`src/rtl/ccff_loader_pkg.sv`:
```
// Shared types for the configuration-chain loader: FSM state encoding and word-count helper.
// No logic; imported by the loader top.
package ccff_loader_pkg;

  typedef enum logic [1:0] {
    IDLE  = 2'd0,
    LOAD  = 2'd1,
    SHIFT = 2'd2,
    DONE  = 2'd3
  } state_t;

  function automatic int ceil_div(input int num, input int den);
    return (num + den - 1) / den;
  endfunction

endpackage

```
`src/rtl/ccff_piso.sv`:
```
// Parallel-in/serial-out word register; ser_out is registered and holds when neither load nor shift.
// Load presents the MSB next cycle; each shift presents the next lower bit while bits_left > 0.
module ccff_piso #(
  parameter int WORD_W = 16,
  parameter int LEFT_W = $clog2(WORD_W + 1)
) (
  input  logic              clk,
  input  logic              rst_n,
  input  logic              load,
  input  logic [WORD_W-1:0] load_data,
  input  logic              shift,
  output logic              ser_out,
  output logic [LEFT_W-1:0] bits_left
);

  logic [WORD_W-1:0] sreg;

  always_ff @(posedge clk or negedge rst_n) begin
    if (!rst_n) begin
      sreg      <= '0;
      ser_out   <= 1'b0;
      bits_left <= '0;
    end else if (load) begin
      ser_out   <= load_data[WORD_W-1];
      sreg      <= load_data << 1;
      bits_left <= LEFT_W'(WORD_W - 1);
    end else if (shift && (bits_left != '0)) begin
      ser_out   <= sreg[WORD_W-1];
      sreg      <= sreg << 1;
      bits_left <= bits_left - LEFT_W'(1);
    end
  end

endmodule

```
`src/rtl/ccff_chain_loader.sv`:
```
// Serialises exactly CHAIN_LEN bits onto ccff_head; first bit one cycle after a word handshake, no bubble back-to-back.
// Optional CCFF_READBACK_EN adds rb_data/rb_valid capture of ccff_tail; a stalled word_valid idles the chain.
module ccff_chain_loader
  import ccff_loader_pkg::*;
#(
  parameter  int WORD_W    = 16,
  parameter  int CHAIN_LEN = 16,
  localparam int CNT_W     = $clog2(CHAIN_LEN + 1)
) (
  input  logic              prog_clk,
  input  logic              prog_reset_n,
  input  logic              start,
  input  logic              abort,
  input  logic [WORD_W-1:0] word_data,
  input  logic              word_valid,
  output logic              word_ready,
  output logic              ccff_head,
  output logic              ccff_shift_en,
  input  logic              ccff_tail,
  output logic              busy,
  output logic              done
`ifdef CCFF_READBACK_EN
  ,
  output logic [WORD_W-1:0] rb_data,
  output logic              rb_valid
`endif
);

  localparam int NUM_WORDS = ceil_div(CHAIN_LEN, WORD_W);
  localparam int WC_W      = $clog2(NUM_WORDS + 1);
  localparam int LEFT_W    = $clog2(WORD_W + 1);

  if (CHAIN_LEN < 1) begin : g_bad_chain_len
    $error("ccff_chain_loader: CHAIN_LEN must be at least 1");
  end

  state_t            state, state_nxt;
  logic [CNT_W-1:0]  bit_cnt;
  logic [WC_W-1:0]   word_cnt;
  logic [LEFT_W-1:0] bits_left;
  logic              load, shift, shift_en_q;
  logic              chain_left, words_left;

  assign chain_left = bit_cnt < CNT_W'(CHAIN_LEN);
  assign words_left = word_cnt < WC_W'(NUM_WORDS);

  always_comb begin
    state_nxt  = state;
    word_ready = 1'b0;
    load       = 1'b0;
    shift      = 1'b0;
    case (state)
      IDLE: if (start) state_nxt = LOAD;
      LOAD: begin
        word_ready = words_left;
        if (word_valid && words_left) begin
          load      = 1'b1;
          state_nxt = SHIFT;
        end
      end
      SHIFT: begin
        if (!chain_left) begin
          state_nxt = DONE;
        end else if (bits_left != '0) begin
          shift = 1'b1;
        end else begin
          // last bit of this word is on the head: take the next word now to avoid a bubble
          word_ready = words_left;
          if (word_valid && words_left) load = 1'b1;
          else                          state_nxt = LOAD;
        end
      end
      DONE:    state_nxt = IDLE;
      default: state_nxt = IDLE;
    endcase
    if (abort) begin
      state_nxt  = IDLE;
      word_ready = 1'b0;
      load       = 1'b0;
      shift      = 1'b0;
    end
  end

  always_ff @(posedge prog_clk or negedge prog_reset_n) begin
    if (!prog_reset_n) begin
      state      <= IDLE;
      shift_en_q <= 1'b0;
      bit_cnt    <= '0;
      word_cnt   <= '0;
    end else begin
      state      <= state_nxt;
      shift_en_q <= load | shift;
      if ((state == IDLE) && start && !abort) begin
        bit_cnt  <= '0;
        word_cnt <= '0;
      end else begin
        if ((load | shift) && chain_left) bit_cnt <= bit_cnt + CNT_W'(1);
        if (load) word_cnt <= word_cnt + WC_W'(1);
      end
    end
  end

  ccff_piso #(.WORD_W(WORD_W), .LEFT_W(LEFT_W)) u_piso (
    .clk       (prog_clk),
    .rst_n     (prog_reset_n),
    .load      (load),
    .load_data (word_data),
    .shift     (shift),
    .ser_out   (ccff_head),
    .bits_left (bits_left)
  );

  assign ccff_shift_en = shift_en_q;
  assign busy          = (state == LOAD) || (state == SHIFT);
  assign done          = (state == DONE);

`ifdef CCFF_READBACK_EN
  logic [WORD_W-1:0] rb_acc, rb_acc_nxt;
  logic [LEFT_W-1:0] rb_cnt, rb_pad;
  logic              rb_last;

  assign rb_acc_nxt = (rb_acc << 1) | WORD_W'(ccff_tail);
  assign rb_pad     = LEFT_W'(WORD_W - 1) - rb_cnt;
  // a group closes on a full word or on the final chain bit (partial group, left-aligned)
  assign rb_last    = (rb_cnt == LEFT_W'(WORD_W - 1)) || !chain_left;

  always_ff @(posedge prog_clk or negedge prog_reset_n) begin
    if (!prog_reset_n) begin
      rb_acc   <= '0;
      rb_cnt   <= '0;
      rb_data  <= '0;
      rb_valid <= 1'b0;
    end else begin
      rb_valid <= 1'b0;
      if (state == IDLE) begin
        rb_cnt <= '0;
      end else if (ccff_shift_en) begin
        rb_acc <= rb_acc_nxt;
        if (rb_last) begin
          rb_data  <= rb_acc_nxt << rb_pad;
          rb_valid <= 1'b1;
          rb_cnt   <= '0;
        end else begin
          rb_cnt <= rb_cnt + LEFT_W'(1);
        end
      end
    end
  end
`else
  logic unused_tail;
  assign unused_tail = ccff_tail;
`endif

endmodule

```
`config.mk`:
```
export PLATFORM = sky130hd
export DESIGN_NAME = ccff_chain_loader
export DESIGN_NICKNAME = d
export VERILOG_FILES = /design/src/rtl/ccff_loader_pkg.sv /design/src/rtl/ccff_piso.sv /design/src/rtl/ccff_chain_loader.sv
export SDC_FILE = /design/constraint.sdc
export NUM_CORES = 1
export LEC_CHECK = 0
export ABC_CLOCK_PERIOD_IN_PS = 3600
export CAP_MARGIN = 20
export CORE_UTILIZATION = 53
export DETAILED_ROUTE_END_ITERATION = 8
export PLACE_DENSITY = 0.79
export SYNTH_ARGS = -nofsm -noshare
export SYNTH_HDL_FRONTEND = slang
export SYNTH_HIERARCHICAL = 1
export SYNTH_SLANG_ARGS = --single-unit
```
`constraint.sdc`:
```
create_clock -name prog_clk -period 3.6 [get_ports prog_clk]
set_clock_uncertainty 0.2 [all_clocks]
set_input_delay 0.54 -clock prog_clk [delete_from_list [all_inputs] [get_ports prog_clk]]
set_output_delay 0.54 -clock prog_clk [all_outputs]
set_load 0.1 [all_outputs]
```
==> impl_metrics.ini, run 1 <==
[cts]
cts_root_buffer = clkbuf_4
cts_setup_buffers = 0
clk_path_buf_depth = 2
htree_levels = 2
clk_pin_slew_worst_paths_ps = 90
cts_buffers = 5
clk_latency_ps = 320
ctsResizeCount = 0
cts_hold_buf = 0
clock_sinks = 30
cts_tree = yes

[placement]
placed_cell_area_mm2 = 0.00196
dpl.hpwl_mm = 2.36
gp_congestion = 0.867
place.port_buffers = 25

[synth]
synth_fp_nets = 193
synth_cells = 165
ys.flop_type = dfrtp_1
synth-edff-count = 0
syn_area_mm2 = 0.00168
synth_seq_area_share = 0.446
syn_avg_cell_area_um2 = 10.2
ys_warn_count = 6
synth.distinct_cells = 46
synth-seq-cells = 30
async_flop_share = 1.00

[power]
ir_drop_mv = 0.421
p_per_area_mw_per_mm2 = 676
leakagePower_nw = 0.834

[global_routing]
antenna_found_initial = 0
grt_max_degree = 31
grt_pass1_wl_mm = 6.11
grt_pass1_vias = 1393
grtUsageTotal = 0.239
grt_overflow = 0

[route]
vias = 1418
routed_wl_mm = 3.62
ant_nets = 0
drtIter0Drc = 73
wl_per_cell_um = 15.4
first_pass_iters = 4
drc = 0
viasPerCell = 6.03

[cells_and_area]
final_cell_mix = 30 x dfrtp_1, 22 x clkdlybuf4s50_1, 21 x o21ai_0
final_nets = 218
finalInstanceArea_mm2 = 0.00202
final_common_cell = dfrtp_1
antenna_cells = 0
area_delta_synth_final_pct = 19.8
drive_above_1_share = 0.110

[setup_path]
cp_slowest_stage_delay_ps = 540
worstRegToRegCells = 5
r2r_setup_slack_ps = 960
cp-endpoint = word_ready
path_max_fanout = 7
end_kind = output port
critPathLaunch = u_piso/bits_left[3]
critPathArrivalTime_ps = 2270
required_ps = 2860
reg2reg_from = u_piso/bits_left[3]
rr_endpoint = u_piso/bits_left[1]
critPathKind = reg2out
critPathSlowestCell = or4_4
crit_chain = or4_4 -> o31a_2 -> nor4b_4 -> buf_4
cp-start-kind = flip-flop

[sta]
hold_viol = 0
period_needed_ps = 3010
period_share = 0.837
setup_viol = 0
tns_ps = 0
worstMarginPinSlew_ps = 963
max_freq_ghz = 0.332
rsz0062_at_grt = false
slew_headroom = 0.356
slew_viol_final = 0

[die]
core_mm2 = 0.00303
io_pins = 27
chipHeight_um = 58.4
start_util = 0.556
die-width_um = 58.4
dieArea_mm2 = 0.00341
std_cell_rows = 20

[job]
drv_cap = 0

[status]
status = finished, final reports clean

[min_path]
hold_depth = 2
hold_class = reg2reg
power by group:
| group | switching, W | leakage, nW | internal (W) |
|---|---|---|---|
| registers | 0.000102 | 0.384 | 0.000459 |
| logic | 0.000364 | 0.414 | 0.000228 |
| clock network | 0.000115 | 0.0353 | 0.0000946 |
stage by stage:
| stage | setup WS [ps] | util | std cells | hold WS, ps | total power [W] |
|---|---|---|---|---|---|
| 2_1_floorplan | 370 | - | 165 | 44.4 | 0.00102 |
| 3_3_place_gp | 791 | 0.647 | 227 | 326 | 0.00113 |
| 3_5_place_dp | 696 | 0.647 | 227 | 334 | 0.00116 |
| 4_1_cts | 560 | 0.667 | 235 | 347 | 0.00137 |
| 5_1_grt | 505 | 0.667 | 235 | 378 | 0.00146 |
| 6_report | 588 | 0.667 | 235 | 347 | 0.00136 |
flip-flops by register name, summed over array words and instances, names as in the netlist:
register	flops
bit_cnt	5
ccff_shift_en	1
u_piso/sreg	15
u_piso/bits_left	5
word_cnt	1
state	2
u_piso/ser_out	1
synth_stat cells (2+ instances only):
library cell,instances,area share
clkbuf_1,6,0.013
mux2i_1,3,0.018
nor2_1,4,0.0089
o211ai_1,2,0.0089
nor4_1,2,0.0074
inv_1,8,0.018
a211oi_1,4,0.018
a2bb2oi_1,15,0.078
nor2b_1,3,0.011
dfrtp_1,30,0.45
nor3_1,2,0.0059
nand2_1,5,0.011
ha_1,6,0.045
nand3b_1,2,0.0089
a31oi_1,15,0.056
and3_1,2,0.0074
o21ai_0,21,0.062
a21oi_1,3,0.0089
nand2b_1,5,0.019
cells by family after synthesis:
family / after synthesis / share of synthesized area
AOI/OAI and AO/OA: 73 / 0.303
adders and majority gates: 6 / 0.0446
buffers and inverters: 19 / 0.0542
DFF: 30 / 0.446
muxes: 3 / 0.0178
and+or+nand+nor: 34 / 0.134
cell type report:
| type | instances | area [um^2] |
|---|---|---|
| multi-input cells | 116 | 857 |
| flip-flops and latches | 30 | 751 |
| clock inverters | 1 | 5.00 |
| well taps | 44 | 55.1 |
| inverters | 10 | 37.5 |
| fillers | 239 | 1010 |
| clock buffers | 7 | 55.1 |
| repair buffers | 27 | 258 |
worst min-delay path by stage:
stage,endpoint,start
2_1_floorplan,bit_cnt[0],prog_reset_n
3_3_place_gp,bit_cnt[3],bit_cnt[3]
3_5_place_dp,u_piso/sreg[6],u_piso/sreg[6]
4_1_cts,u_piso/sreg[6],u_piso/sreg[6]
5_1_grt,u_piso/sreg[14],u_piso/sreg[14]
6_report,u_piso/sreg[6],u_piso/sreg[6]
critical path, delay by kind of cell, from the launching register on:
kind                   cells  cell delay, ps
AOI/OAI and AO/OA          1             380
and+or+nand+nor            2             760
DFF                        1             480
buffers and inverters      1             330
metal layers:
layer | track usage | vias up | wire, um
met5 | 0 | - | 0
met4 | 0.109 | 0 | 56
met3 | 0.0703 | 6 | 173
met2 | 0.429 | 37 | 1820
met1 | 0.261 | 691 | 1570
li1 | - | 684 | -
Note: power is estimated with default switching activity, not from simulation.
==> run 2, diff against run 1 <==
- ABC_CLOCK_PERIOD_IN_PS: 3600 -> 2800
- clock period: 3.6 -> 2.8 ns (I/O delays scaled with it)
==> impl_metrics.ini, run 2 (synthesized netlist as in run 1, its figures left out) <==
[route]
ant_nets = 0
vias = 1454
drtIter0Drc = 47
route.met3.wl_um = 172
viasPerCell = 5.89
first_pass_iters = 4
routed.top_layer = met4
wl_met2_mm = 1.88
routed_wl_mm = 3.73
met1Wirelength_mm = 1.66
wl_per_cell_um = 15.1
drc = 0

[cts]
clk_pin_slew_worst_paths_ps = 100
cts_root_buffer = clkbuf_4
cts_tree = yes
htree_levels = 2
clock_sinks = 30
clk_path_buf_depth = 2
clk_latency_ps = 330
cts_buffers = 5

[placement]
place.port_buffers = 25
gp_congestion = 0.845
placed_cells = 233
dpl.hpwl_mm = 2.54

[setup_path]
path_max_fanout = 4
worstRegToRegCells = 6
end_kind = output port
critPathKind = reg2out
required_ps = 2180
cp-start-kind = flip-flop
critPathArrivalTime_ps = 2130

[sta]
worstMarginPinSlew_ps = 584
period_share = 0.982
setup_viol = 0
hold_viol = 0
max_freq_ghz = 0.364
slew_headroom = 0.611
slew_viol_final = 0
period_needed_ps = 2750
rsz0062_at_grt = true

[power]
ir_drop_mv = 0.514
p_per_area_mw_per_mm2 = 873
p_total_w = 0.00187
leakagePower_nw = 0.897

[die]
start_util = 0.556
chipHeight_um = 58.4
core_mm2 = 0.00303
io_pins = 27
dieArea_mm2 = 0.00341
std_cell_rows = 20
die-width_um = 58.4

[cells_and_area]
final_nets = 230
drive_above_1_share = 0.192
final_cell_count_no_fill = 247
largest_register = u_piso/sreg
area_delta_synth_final_pct = 27.3
largest_reg_flops = 15
final_common_cell = dfrtp_1
antenna_cells = 0
final_cell_mix = 29 x dfrtp_1, 21 x o21ai_0, 20 x clkdlybuf4s50_1
reg_top3 = u_piso/sreg x15, bit_cnt x5, u_piso/bits_left x5
fillers = 247

[global_routing]
grt_pass1_wl_mm = 6.23
grt_max_degree = 31
grt_pass1_vias = 1405
grt_overflow = 0
grtUsageTotal = 0.246
antenna_found_initial = 0

[min_path]
hold_class = in2async

[status]
status = finished, final reports clean

[job]
drv_cap = 0
run 2: final cells by class:
type	instances	area, um^2	area share
multi-input combinational	116	880	0.410
sequential	30	752	0.351
timing repair buffer	39	355	0.166
tap	44	55.1	0.0257
clock buffer	6	51.3	0.0239
inverter	10	37.5	0.0175
clock inverter	2	12.5	0.00584
run 2: per-stage QoR:
step / utilization / setup WS [ps] / hold slack (ps) / instance area [um^2] / TNS, ps
finish: 0.708 / 51.3 / 255 / 2140 / 0
global route: 0.708 / -26.6 / 291 / 2140 / -26.6
CTS: 0.690 / 15.2 / 263 / 2090 / 0
detailed placement: 0.667 / 301 / 332 / 2020 / 0
global placement: 0.667 / 336 / 326 / 2020 / 0
floorplan: - / -178 / -75.6 / 1710 / -178
run 2: metal layers:
metal	up-vias	global-route usage
met1	705	0.288
li1	709	-
met4	0	0.0816
met5	-	0
met2	38	0.437
met3	2	0.0659
run 2: worst paths after layout:
| path | from | end | slack, ps |
|---|---|---|---|
| max | u_piso/bits_left[0] | word_ready | 50 |
| min | prog_reset_n | bit_cnt[0] | 260 |
| max reg2reg | u_piso/bits_left[0] | u_piso/sreg[12] | 410 |
| min reg2reg | u_piso/sreg[6] | u_piso/sreg[6] | 340 |
| max in group asynchronous | prog_reset_n | u_piso/bits_left[3] | 1840 |
| min in group prog_clk | u_piso/sreg[6] | u_piso/sreg[6] | 340 |
run 2: where the power goes:
group,switching [W],internal [W],total (W)
registers,0.000121,0.000592,0.000713
logic,0.000514,0.000371,0.000886
clock network,0.000151,0.000120,0.000272
total,0.000787,0.00108,0.00187
run 2: timing repair:
item	CTS	global route
gates resized for setup	2	1
pin swaps	1	0
buffers inserted	0	6
hold buffers	0	0
setup endpoints to repair	1	1
run 2: worst max-delay path, cell delays in order, from the launching register on:
cell and delay [ps]:
dfrtp_1 420, or4_4 580, o31a_4 310, nor4b_4 270, buf_12 210
==> run 3, diff against run 2 <==
- CORE_UTILIZATION: 53 -> 55
- CTS_BUF_LIST: default -> sky130_fd_sc_hd__clkbuf_8
- PLACE_DENSITY: 0.79 -> 0.82
==> impl_metrics.ini, run 3 (synthesized netlist as in run 1, its figures left out) <==
[status]
status = finished, final reports clean

[job]
drv_cap = 0

[cells_and_area]
largest_reg_flops = 15
final_cell_mix = 29 x dfrtp_1, 21 x o21ai_0, 20 x clkdlybuf4s50_1
largest_register = u_piso/sreg
finalInstanceArea_mm2 = 0.00208
area_delta_synth_final_pct = 23.8
drive_above_1_share = 0.154
reg_top3 = u_piso/sreg x15, bit_cnt x5, u_piso/bits_left x5
utilization = 0.737
antenna_cells = 0
final_nets = 222
final_cell_count_no_fill = 226
final_common_cell = dfrtp_1

[die]
chipHeight_um = 57.3
std_cell_rows = 19
die-width_um = 57.3
io_pins = 27
dieArea_mm2 = 0.00329
start_util = 0.595
core_mm2 = 0.00283

[setup_path]
required_ps = 2180
critPathArrivalTime_ps = 2110
critPathLaunch = u_piso/bits_left[0]
cp-start-kind = flip-flop
path_max_fanout = 5
end_kind = output port
critPathKind = reg2out
reg2reg_from = u_piso/bits_left[0]

[global_routing]
grt_max_degree = 31
grt_pass1_vias = 1515
grtUsageTotal = 0.256
grt_overflow = 0
antenna_found_initial = 0
grt_pass1_wl_mm = 6.37

[cts]
clk_pin_slew_worst_paths_ps = 70
clk_path_buf_depth = 2
ctsResizeCount = 2
cts_hold_buf = 0
cts_root_buffer = clkbuf_8
cts_buffers = 5
cts_setup_buffers = 0
htree_levels = 2
clock_sinks = 30
clk_latency_ps = 290
cts_tree = yes

[power]
pwr-share-seq = 0.383
clkPwrFrac = 0.194
leakagePower_nw = 0.875
p_sw_frac = 0.420
p_per_area_mw_per_mm2 = 911
intPower_w = 0.00110
ir_drop_mv = 0.593
combPwrFrac = 0.423
p_sw_w = 0.000797

[sta]
slew_headroom = 0.591
rsz0062_at_grt = false
period_share = 0.973
fin_hold_ws_ps = 312
worstMarginPinSlew_ps = 614
hold_viol = 0
max_freq_ghz = 0.367
slew_viol_final = 0
period_needed_ps = 2730
setup_viol = 0

[route]
drc = 0
vias = 1508
viasPerCell = 6.67
first_pass_iters = 5
ant_nets = 0
drtIter0Drc = 63
wl_per_cell_um = 17.2
routed_wl_mm = 3.89

[min_path]
hold_class = in2async

[placement]
placed_cells = 218
placed_cell_area_mm2 = 0.00199
gp_congestion = 0.879
place.port_buffers = 25
dpl.hpwl_mm = 2.57
run 3: cell types whose count changed in the layout (fill, tap and decap cells not counted), sizes merged:
cell | before | now
clkinvlp | 1 | 0
buf | 19 | 11
inv | 9 | 10
run 3: worst paths after layout:
check | end | slack [ps] | cells past startpoint
min reg2reg | u_piso/sreg[12] | 350 | 2
max | word_ready | 70 | 4
max in group asynchronous | u_piso/bits_left[3] | 1780 | 2
max reg2reg | u_piso/bits_left[1] | 370 | 6
min in group prog_clk | u_piso/sreg[12] | 350 | 2
min | state[0] | 310 | 2
run 3: power by group through the flow:
stage	Sequential [W]	Combinational, W	Clock (W)
after detailed placement	0.000729	0.000795	0
after floorplan	0.000761	0.000566	0
final	0.000727	0.000803	0.000369
after CTS	0.000724	0.000804	0.000372
after global placement	0.000713	0.000763	0
after global routing	0.000744	0.000867	0.000384
run 3: metal layers:
metal / wire, um / global-route usage / share of wire
met1: 1700 / 0.313 / 0.44
met4: 74 / 0.167 / 0.019
met5: 0 / 0 / 0
met3: 183 / 0.0522 / 0.047
met2: 1930 / 0.413 / 0.50
run 3: critical path, stage by stage, from the launching register on:
cell and delay, ps:
dfrtp_1 420, or4_4 580, o31a_4 320, nor4b_4 280, buf_12 220
run 3: layout make-up:
class	count	area, um^2
clock buffer	6	82.6
clock inverter	2	8.76
fill	204	744
inverter	10	37.5
multi-input combinational	116	870
sequential	30	752
tap	31	38.8
timing repair buffer	31	295
run 3: stage by stage:
stage	setup WS [ps]	total power [W]	setup TNS, ps
6_report	74.3	0.00190	0
5_1_grt	12.8	0.00200	0
4_1_cts	58.3	0.00190	0
3_5_place_dp	307	0.00152	0
3_3_place_gp	365	0.00148	0
2_1_floorplan	-178	0.00133	-178
